**config.mk**
```make
export PLATFORM = sky130hd
export DESIGN_NAME = ysyx_24100006_axi_arbiter
export DESIGN_NICKNAME = d
export VERILOG_FILES = /design/src/rtl/ysyx_24100006_axi_arbiter.sv
export SDC_FILE = /design/constraint.sdc
export NUM_CORES = 1
export LEC_CHECK = 0
export CAP_MARGIN = 20
export CELL_PAD_IN_SITES_DETAIL_PLACEMENT = 1
export CELL_PAD_IN_SITES_GLOBAL_PLACEMENT = 1
export CORE_AREA = 2 2 197 199
export DETAILED_ROUTE_END_ITERATION = 10
export DIE_AREA = 0 0 199 201
export GPL_ROUTABILITY_DRIVEN = 0
export PLACE_DENSITY = 0.55
export SLEW_MARGIN = 20
export SYNTH_ARGS = -nofsm -noshare
export SYNTH_HDL_FRONTEND = slang
export SYNTH_SLANG_ARGS = --single-unit
export TNS_END_PERCENT = 5
```
**constraint.sdc**
```tcl
create_clock -name clk -period 3.5 [get_ports clk]
set_input_delay 0.35 -clock clk [delete_from_list [all_inputs] [get_ports clk]]
set_output_delay 0.35 -clock clk [all_outputs]
set_load 0.01 [all_outputs]
```
**src/rtl/ysyx_24100006_axi_arbiter.sv**
```systemverilog
// Two-master / one-slave AXI4 arbiter: IFU (m0) and LSU (m1) share one memory slave,
// one whole transaction at a time. Optional macro: ARB_ROUND_ROBIN_EN (else m1 has fixed priority).
module ysyx_24100006_axi_arbiter #(
  parameter int ADDR_W = 32,
  parameter int DATA_W = 32
) (
  input  logic                  clk,
  input  logic                  reset,

  // master 0 (IFU)
  input  logic [ADDR_W-1:0]     m0_araddr,
  input  logic [7:0]            m0_arlen,
  input  logic [2:0]            m0_arsize,
  input  logic                  m0_arvalid,
  output logic                  m0_arready,
  output logic [DATA_W-1:0]     m0_rdata,
  output logic [1:0]            m0_rresp,
  output logic                  m0_rlast,
  output logic                  m0_rvalid,
  input  logic                  m0_rready,
  input  logic [ADDR_W-1:0]     m0_awaddr,
  input  logic [7:0]            m0_awlen,
  input  logic [2:0]            m0_awsize,
  input  logic                  m0_awvalid,
  output logic                  m0_awready,
  input  logic [DATA_W-1:0]     m0_wdata,
  input  logic [DATA_W/8-1:0]   m0_wstrb,
  input  logic                  m0_wlast,
  input  logic                  m0_wvalid,
  output logic                  m0_wready,
  output logic [1:0]            m0_bresp,
  output logic                  m0_bvalid,
  input  logic                  m0_bready,

  // master 1 (LSU)
  input  logic [ADDR_W-1:0]     m1_araddr,
  input  logic [7:0]            m1_arlen,
  input  logic [2:0]            m1_arsize,
  input  logic                  m1_arvalid,
  output logic                  m1_arready,
  output logic [DATA_W-1:0]     m1_rdata,
  output logic [1:0]            m1_rresp,
  output logic                  m1_rlast,
  output logic                  m1_rvalid,
  input  logic                  m1_rready,
  input  logic [ADDR_W-1:0]     m1_awaddr,
  input  logic [7:0]            m1_awlen,
  input  logic [2:0]            m1_awsize,
  input  logic                  m1_awvalid,
  output logic                  m1_awready,
  input  logic [DATA_W-1:0]     m1_wdata,
  input  logic [DATA_W/8-1:0]   m1_wstrb,
  input  logic                  m1_wlast,
  input  logic                  m1_wvalid,
  output logic                  m1_wready,
  output logic [1:0]            m1_bresp,
  output logic                  m1_bvalid,
  input  logic                  m1_bready,

  // slave
  output logic [ADDR_W-1:0]     s_araddr,
  output logic [7:0]            s_arlen,
  output logic [2:0]            s_arsize,
  output logic                  s_arvalid,
  input  logic                  s_arready,
  input  logic [DATA_W-1:0]     s_rdata,
  input  logic [1:0]            s_rresp,
  input  logic                  s_rlast,
  input  logic                  s_rvalid,
  output logic                  s_rready,
  output logic [ADDR_W-1:0]     s_awaddr,
  output logic [7:0]            s_awlen,
  output logic [2:0]            s_awsize,
  output logic                  s_awvalid,
  input  logic                  s_awready,
  output logic [DATA_W-1:0]     s_wdata,
  output logic [DATA_W/8-1:0]   s_wstrb,
  output logic                  s_wlast,
  output logic                  s_wvalid,
  input  logic                  s_wready,
  input  logic [1:0]            s_bresp,
  input  logic                  s_bvalid,
  output logic                  s_bready
);

  typedef enum logic [1:0] {
    ST_IDLE  = 2'd0,
    ST_READ  = 2'd1,
    ST_WRITE = 2'd2
  } state_e;

  state_e state_q, state_d;
  logic   owner_q, owner_d;
  logic   last_grant_q, last_grant_d;

  logic req0, req1;
  logic winner, winner_rd;
  logic rd_act, wr_act;
  logic rd0, rd1, wr0, wr1;
  logic rd_done, wr_done;

  assign req0 = m0_arvalid | m0_awvalid;
  assign req1 = m1_arvalid | m1_awvalid;

  always_comb begin
`ifdef ARB_ROUND_ROBIN_EN
    winner = (req0 && req1) ? ~last_grant_q : req1;
`else
    winner = req1;
`endif
  end

  // Inside one master a pending read is served before its write.
  assign winner_rd = winner ? m1_arvalid : m0_arvalid;

  assign rd_done = s_rvalid & s_rready & s_rlast;
  assign wr_done = s_bvalid & s_bready;

  // NOTE: every always_comb output gets a default first, so no path can infer a latch.
  always_comb begin
    state_d      = state_q;
    owner_d      = owner_q;
    last_grant_d = last_grant_q;
    unique case (state_q)
      ST_IDLE: begin
        if (req0 || req1) begin
          owner_d      = winner;
          last_grant_d = winner;
          state_d      = winner_rd ? ST_READ : ST_WRITE;
        end
      end
      ST_READ:  if (rd_done) state_d = ST_IDLE;
      ST_WRITE: if (wr_done) state_d = ST_IDLE;
      default:  state_d = ST_IDLE;
    endcase
  end

  // NOTE: sequential state uses non-blocking assignments so all flops update together.
  always_ff @(posedge clk or posedge reset) begin
    if (reset) begin
      state_q      <= ST_IDLE;
      owner_q      <= 1'b0;
      last_grant_q <= 1'b1;
    end else begin
      state_q      <= state_d;
      owner_q      <= owner_d;
      last_grant_q <= last_grant_d;
    end
  end

  assign rd_act = (state_q == ST_READ);
  assign wr_act = (state_q == ST_WRITE);
  assign rd0    = rd_act & ~owner_q;
  assign rd1    = rd_act &  owner_q;
  assign wr0    = wr_act & ~owner_q;
  assign wr1    = wr_act &  owner_q;

  // Payloads follow the owner unconditionally; only the handshakes are gated.
  assign s_araddr  = owner_q ? m1_araddr  : m0_araddr;
  assign s_arlen   = owner_q ? m1_arlen   : m0_arlen;
  assign s_arsize  = owner_q ? m1_arsize  : m0_arsize;
  assign s_arvalid = rd_act & (owner_q ? m1_arvalid : m0_arvalid);
  assign s_rready  = rd_act & (owner_q ? m1_rready  : m0_rready);

  assign s_awaddr  = owner_q ? m1_awaddr  : m0_awaddr;
  assign s_awlen   = owner_q ? m1_awlen   : m0_awlen;
  assign s_awsize  = owner_q ? m1_awsize  : m0_awsize;
  assign s_awvalid = wr_act & (owner_q ? m1_awvalid : m0_awvalid);
  assign s_wdata   = owner_q ? m1_wdata   : m0_wdata;
  assign s_wstrb   = owner_q ? m1_wstrb   : m0_wstrb;
  assign s_wlast   = owner_q ? m1_wlast   : m0_wlast;
  assign s_wvalid  = wr_act & (owner_q ? m1_wvalid : m0_wvalid);
  assign s_bready  = wr_act & (owner_q ? m1_bready : m0_bready);

  assign m0_arready = rd0 & s_arready;
  assign m0_rvalid  = rd0 & s_rvalid;
  assign m0_rdata   = s_rdata;
  assign m0_rresp   = s_rresp;
  assign m0_rlast   = s_rlast;
  assign m0_awready = wr0 & s_awready;
  assign m0_wready  = wr0 & s_wready;
  assign m0_bvalid  = wr0 & s_bvalid;
  assign m0_bresp   = s_bresp;

  assign m1_arready = rd1 & s_arready;
  assign m1_rvalid  = rd1 & s_rvalid;
  assign m1_rdata   = s_rdata;
  assign m1_rresp   = s_rresp;
  assign m1_rlast   = s_rlast;
  assign m1_awready = wr1 & s_awready;
  assign m1_wready  = wr1 & s_wready;
  assign m1_bvalid  = wr1 & s_bvalid;
  assign m1_bresp   = s_bresp;

endmodule

```
==> run summary <==
CLOCKING
------------------------------------------------------------------------------------
TritonCTS clock tree ..................................................         done
Post-cts hold buffer count ............................................            0
Post_cts resized ......................................................            0
Worst-case clock buffer depth .........................................            2
Count of clock tree sinks .............................................            3
Num CTS Buffers .......................................................            3
CTS clock-pin slew for the worst setup and hold paths .................      0.03 ns
Clock Root Buffer ..................................................... sky130_fd_sc_hd__clkbuf_16
Number of H-tree levels ...............................................            1
Source-to-sink clock delay at the later pin of the worst-skew pair ....      0.22 ns
Number of setup buffers added after CTS ...............................            0

POWER AND IR DROP
------------------------------------------------------------------------------------
Switching part of the total power .....................................        0.378
Internal power ........................................................      1.86 mW
P_sw ..................................................................      1.13 mW
Share of power burned in registers ....................................        0.053
Peak VDD IR ...........................................................     0.237 mV
Relative contribution of the clock network to total power .............        0.060
Total power density per cell area .....................................   459 nW/µm²
Proportion of power drawn by combinational gates ......................        0.887
Leakage dissipation ...................................................      2.28 nW

SYNTHESIS
------------------------------------------------------------------------------------
Synthesized area ......................................................     2420 µm²
Share of flip-flops with an asynchronous set or reset after synthesis .         1.00
Number of synthesized register bits ...................................            3
Number of instances in the synthesized netlist ........................          255
Number of enable flip-flop cells after synthesis ......................            0
Area share of the largest cell type after synthesis ...................        0.577
Sequential cell area fraction in the yosys report .....................       0.0310
Most instantiated flip-flop cell in the synthesis netlist ............. sky130_fd_sc_hd__dfrtp_1
Number of warning messages in the yosys log ...........................            0
Biggest area consumer among synthesized cells ......................... sky130_fd_sc_hd__mux2_2
Count of unique library cells instantiated by Yosys ...................           20
Synth Area per Inst ...................................................     9.49 µm²
Cells taking the most area after synthesis ............................ sky130_fd_sc_hd__mux2_2 58%, sky130_fd_sc_hd__buf_4 23%, sky130_fd_sc_hd__buf_6 6.0%, sky130_fd_sc_hd__dfrtp_1 3.1%, sky130_fd_sc_hd__mux2i_1 1.7%
Mapped Nets ...........................................................          555

FLOORPLAN
------------------------------------------------------------------------------------
I/O pin total .........................................................          512
Area enclosed by the die boundary .....................................   40,000 µm²
Core Area .............................................................   38,100 µm²
Die Y .................................................................       201 µm
Die X-Extent ..........................................................       199 µm
Row cnt ...............................................................           72
Starting utilization of the core area .................................       0.0635

GLOBAL ROUTING
------------------------------------------------------------------------------------
GRT Total Usage .......................................................       0.0771
Remaining Overflow, GRT ...............................................            0
Maximum number of pins on one net before global-route repair ..........           58
Wire length of the first global-routing pass ..........................      22.8 mm
Initial antenna violation count .......................................            1
Via count of the first global-routing pass ............................        3,486

FINAL LAYOUT
------------------------------------------------------------------------------------
Layout Nets ...........................................................          877
Top library cells by usage in the layout, fill and taps aside ......... 403 x sky130_fd_sc_hd__clkdlybuf4s50_1, 124 x sky130_fd_sc_hd__mux2_2, 8 x sky130_fd_sc_hd__nor2_1
Area Growth Syn to Fin ................................................         170%
Fraction of final layout cells with drive strength greater than 1 .....        0.229
Post-route standard cell area excluding fillers .......................     6520 µm²
Final Non-Filler Cells ................................................        1,094
Diode insertion count for antenna repair ..............................            0
Most common cell after layout, fill and taps aside .................... sky130_fd_sc_hd__clkdlybuf4s50_1

TIMING
------------------------------------------------------------------------------------
Setup Total Neg Slack .................................................         0 ns
Final Slew Violations .................................................            0
Worst clock skew on the final layout ..................................   0.00124 ns
Post-route clock period utilization ...................................        0.761
Highest clock frequency the design can meet ...........................      376 MHz
Setup WS post-layout ..................................................     0.837 ns
Hold_ws ...............................................................     0.295 ns
Number of endpoints failing setup at the final stage ..................            0
Max-slew headroom .....................................................        0.647
Clock period minus final worst setup slack ............................      2.66 ns
RSZ-0062 raised after global routing ..................................           no
Endpoints failing hold ................................................            0
Transition time at the pin with the least slew margin .................     0.530 ns

PLACEMENT
------------------------------------------------------------------------------------
DP Area ...............................................................     6440 µm²
Post-detailed-placement half-perimeter wirelength .....................      15.1 mm
Setup Slack @ Placement ...............................................      1.01 ns
Number of cells in the design after placement .........................        1,090
Count of buffers inserted at the top-level ports ......................          403

CRITICAL PATH
------------------------------------------------------------------------------------
Critical path class ................................................... flop to output port
Endpoint class of the critical path ...................................  output port
Data required time of the critical path ...............................      3.15 ns
Data arrival time at the worst-slack endpoint .........................      2.31 ns
Critical path peak fanout .............................................           57
Sort of element at the start of the critical path .....................         flop

JOB
------------------------------------------------------------------------------------
MaxCap Viol Count .....................................................            0

ROUTE
------------------------------------------------------------------------------------
Wire length per cell ..................................................      15.6 µm
Via-per-instance ratio ................................................         2.93
Number of optimization iterations in the first detailed-route pass ....            4
Remaining routing DRC violations ......................................            0
Number of vias after detailed routing .................................        3,204
Number of DRC markers in iteration 0 ..................................           50
Number of nets still failing antenna checks after routing .............            0
Final WL ..............................................................      17.1 mm

STATUS
------------------------------------------------------------------------------------
Result of the run ..................................................... complete, no violations

WORST HOLD PATH
------------------------------------------------------------------------------------
Path category of the worst min-delay check ............................ input pin to async pin

## registers in the layout, indices dropped and copies added, names as in the netlist
name     count
state_q      2
owner_q      1
## worst paths after layout
| path | start | to | slack (ns) | cells after the start |
|---|---|---|---|---|
| setup / recovery | owner_q$_DFFE_PP0P_ | s_wdata[12] | 0.84 | 3 |
| hold / removal | reset | state_q[0]$_DFFE_PP0P_ | 0.29 | 2 |
| max in group asynchronous | reset | owner_q$_DFFE_PP0P_ | 3.06 | 2 |
| min in group clk | state_q[1]$_DFFE_PP0P_ | state_q[0]$_DFFE_PP0P_ | 0.61 | 1 |
| hold reg to reg | state_q[1]$_DFFE_PP0P_ | state_q[0]$_DFFE_PP0P_ | 0.61 | 1 |
| setup reg to reg | owner_q$_DFFE_PP0P_ | state_q[0]$_DFFE_PP0P_ | 1.80 | 4 |
## power by group through the flow
stage	logic, mW	registers, mW	clock network (mW)
6_report	2.65	0.158	0.181
5_1_grt	2.82	0.174	0.189
3_3_place_gp	2.70	0.172	0
2_1_floorplan	1.46	0.0664	0
4_1_cts	2.71	0.166	0.184
3_5_place_dp	2.69	0.166	0
## Yosys cell counts, types with 2 or more instances
| cell | instances |
|---|---|
| sky130_fd_sc_hd__nand2_1 | 2 |
| sky130_fd_sc_hd__inv_1 | 2 |
| sky130_fd_sc_hd__nor2b_1 | 2 |
| sky130_fd_sc_hd__nor3b_1 | 3 |
| sky130_fd_sc_hd__buf_2 | 2 |
| sky130_fd_sc_hd__a211oi_1 | 2 |
| sky130_fd_sc_hd__nand2b_1 | 3 |
| sky130_fd_sc_hd__dfrtp_1 | 3 |
| sky130_fd_sc_hd__mux2_2 | 124 |
| sky130_fd_sc_hd__buf_6 | 13 |
| sky130_fd_sc_hd__mux2i_1 | 4 |
| sky130_fd_sc_hd__nor2_1 | 8 |
| sky130_fd_sc_hd__o31ai_1 | 2 |
| sky130_fd_sc_hd__and3_1 | 6 |
| sky130_fd_sc_hd__buf_4 | 74 |
## routing by layer
layer	share of wire	global-route usage	routed length, µm	vias up
li1	-	-	-	1469
met1	0.41	0.0929	6950	1441
met2	0.43	0.121	7400	288
met3	0.16	0.0460	2710	4
met4	0.0028	0.00720	48	2
met5	0.00047	0	8	-
## logic make-up after synthesis
family | Yosys count | share of synthesized area
mux | 128 | 0.594
buf+inv | 92 | 0.299
simple gates | 25 | 0.0558
compound gates | 7 | 0.0202
flops | 3 | 0.0310
## critical path: stages, from the launching register on
cell and delay [ns]:
sky130_fd_sc_hd__dfrtp_4 0.73, sky130_fd_sc_hd__buf_12 0.34, sky130_fd_sc_hd__mux2_2 0.39, sky130_fd_sc_hd__clkdlybuf4s50_1 0.54
## cell type report
class	count	area, µm²
fill	4496	31600
timing repair buffer	407	4090
multi-input combinational	160	1620
tap	518	648
sequential	3	78.8
clock buffer	4	78.8
inverter	2	7.51
## metrics by stage
stage	utilization	power, mW
global route	0.171	3.19
CTS	0.171	3.06
floorplan	-	1.53
finish	0.171	2.99
detailed placement	0.169	2.85
global placement	0.169	2.87
Power figures use the tool's default switching activity.
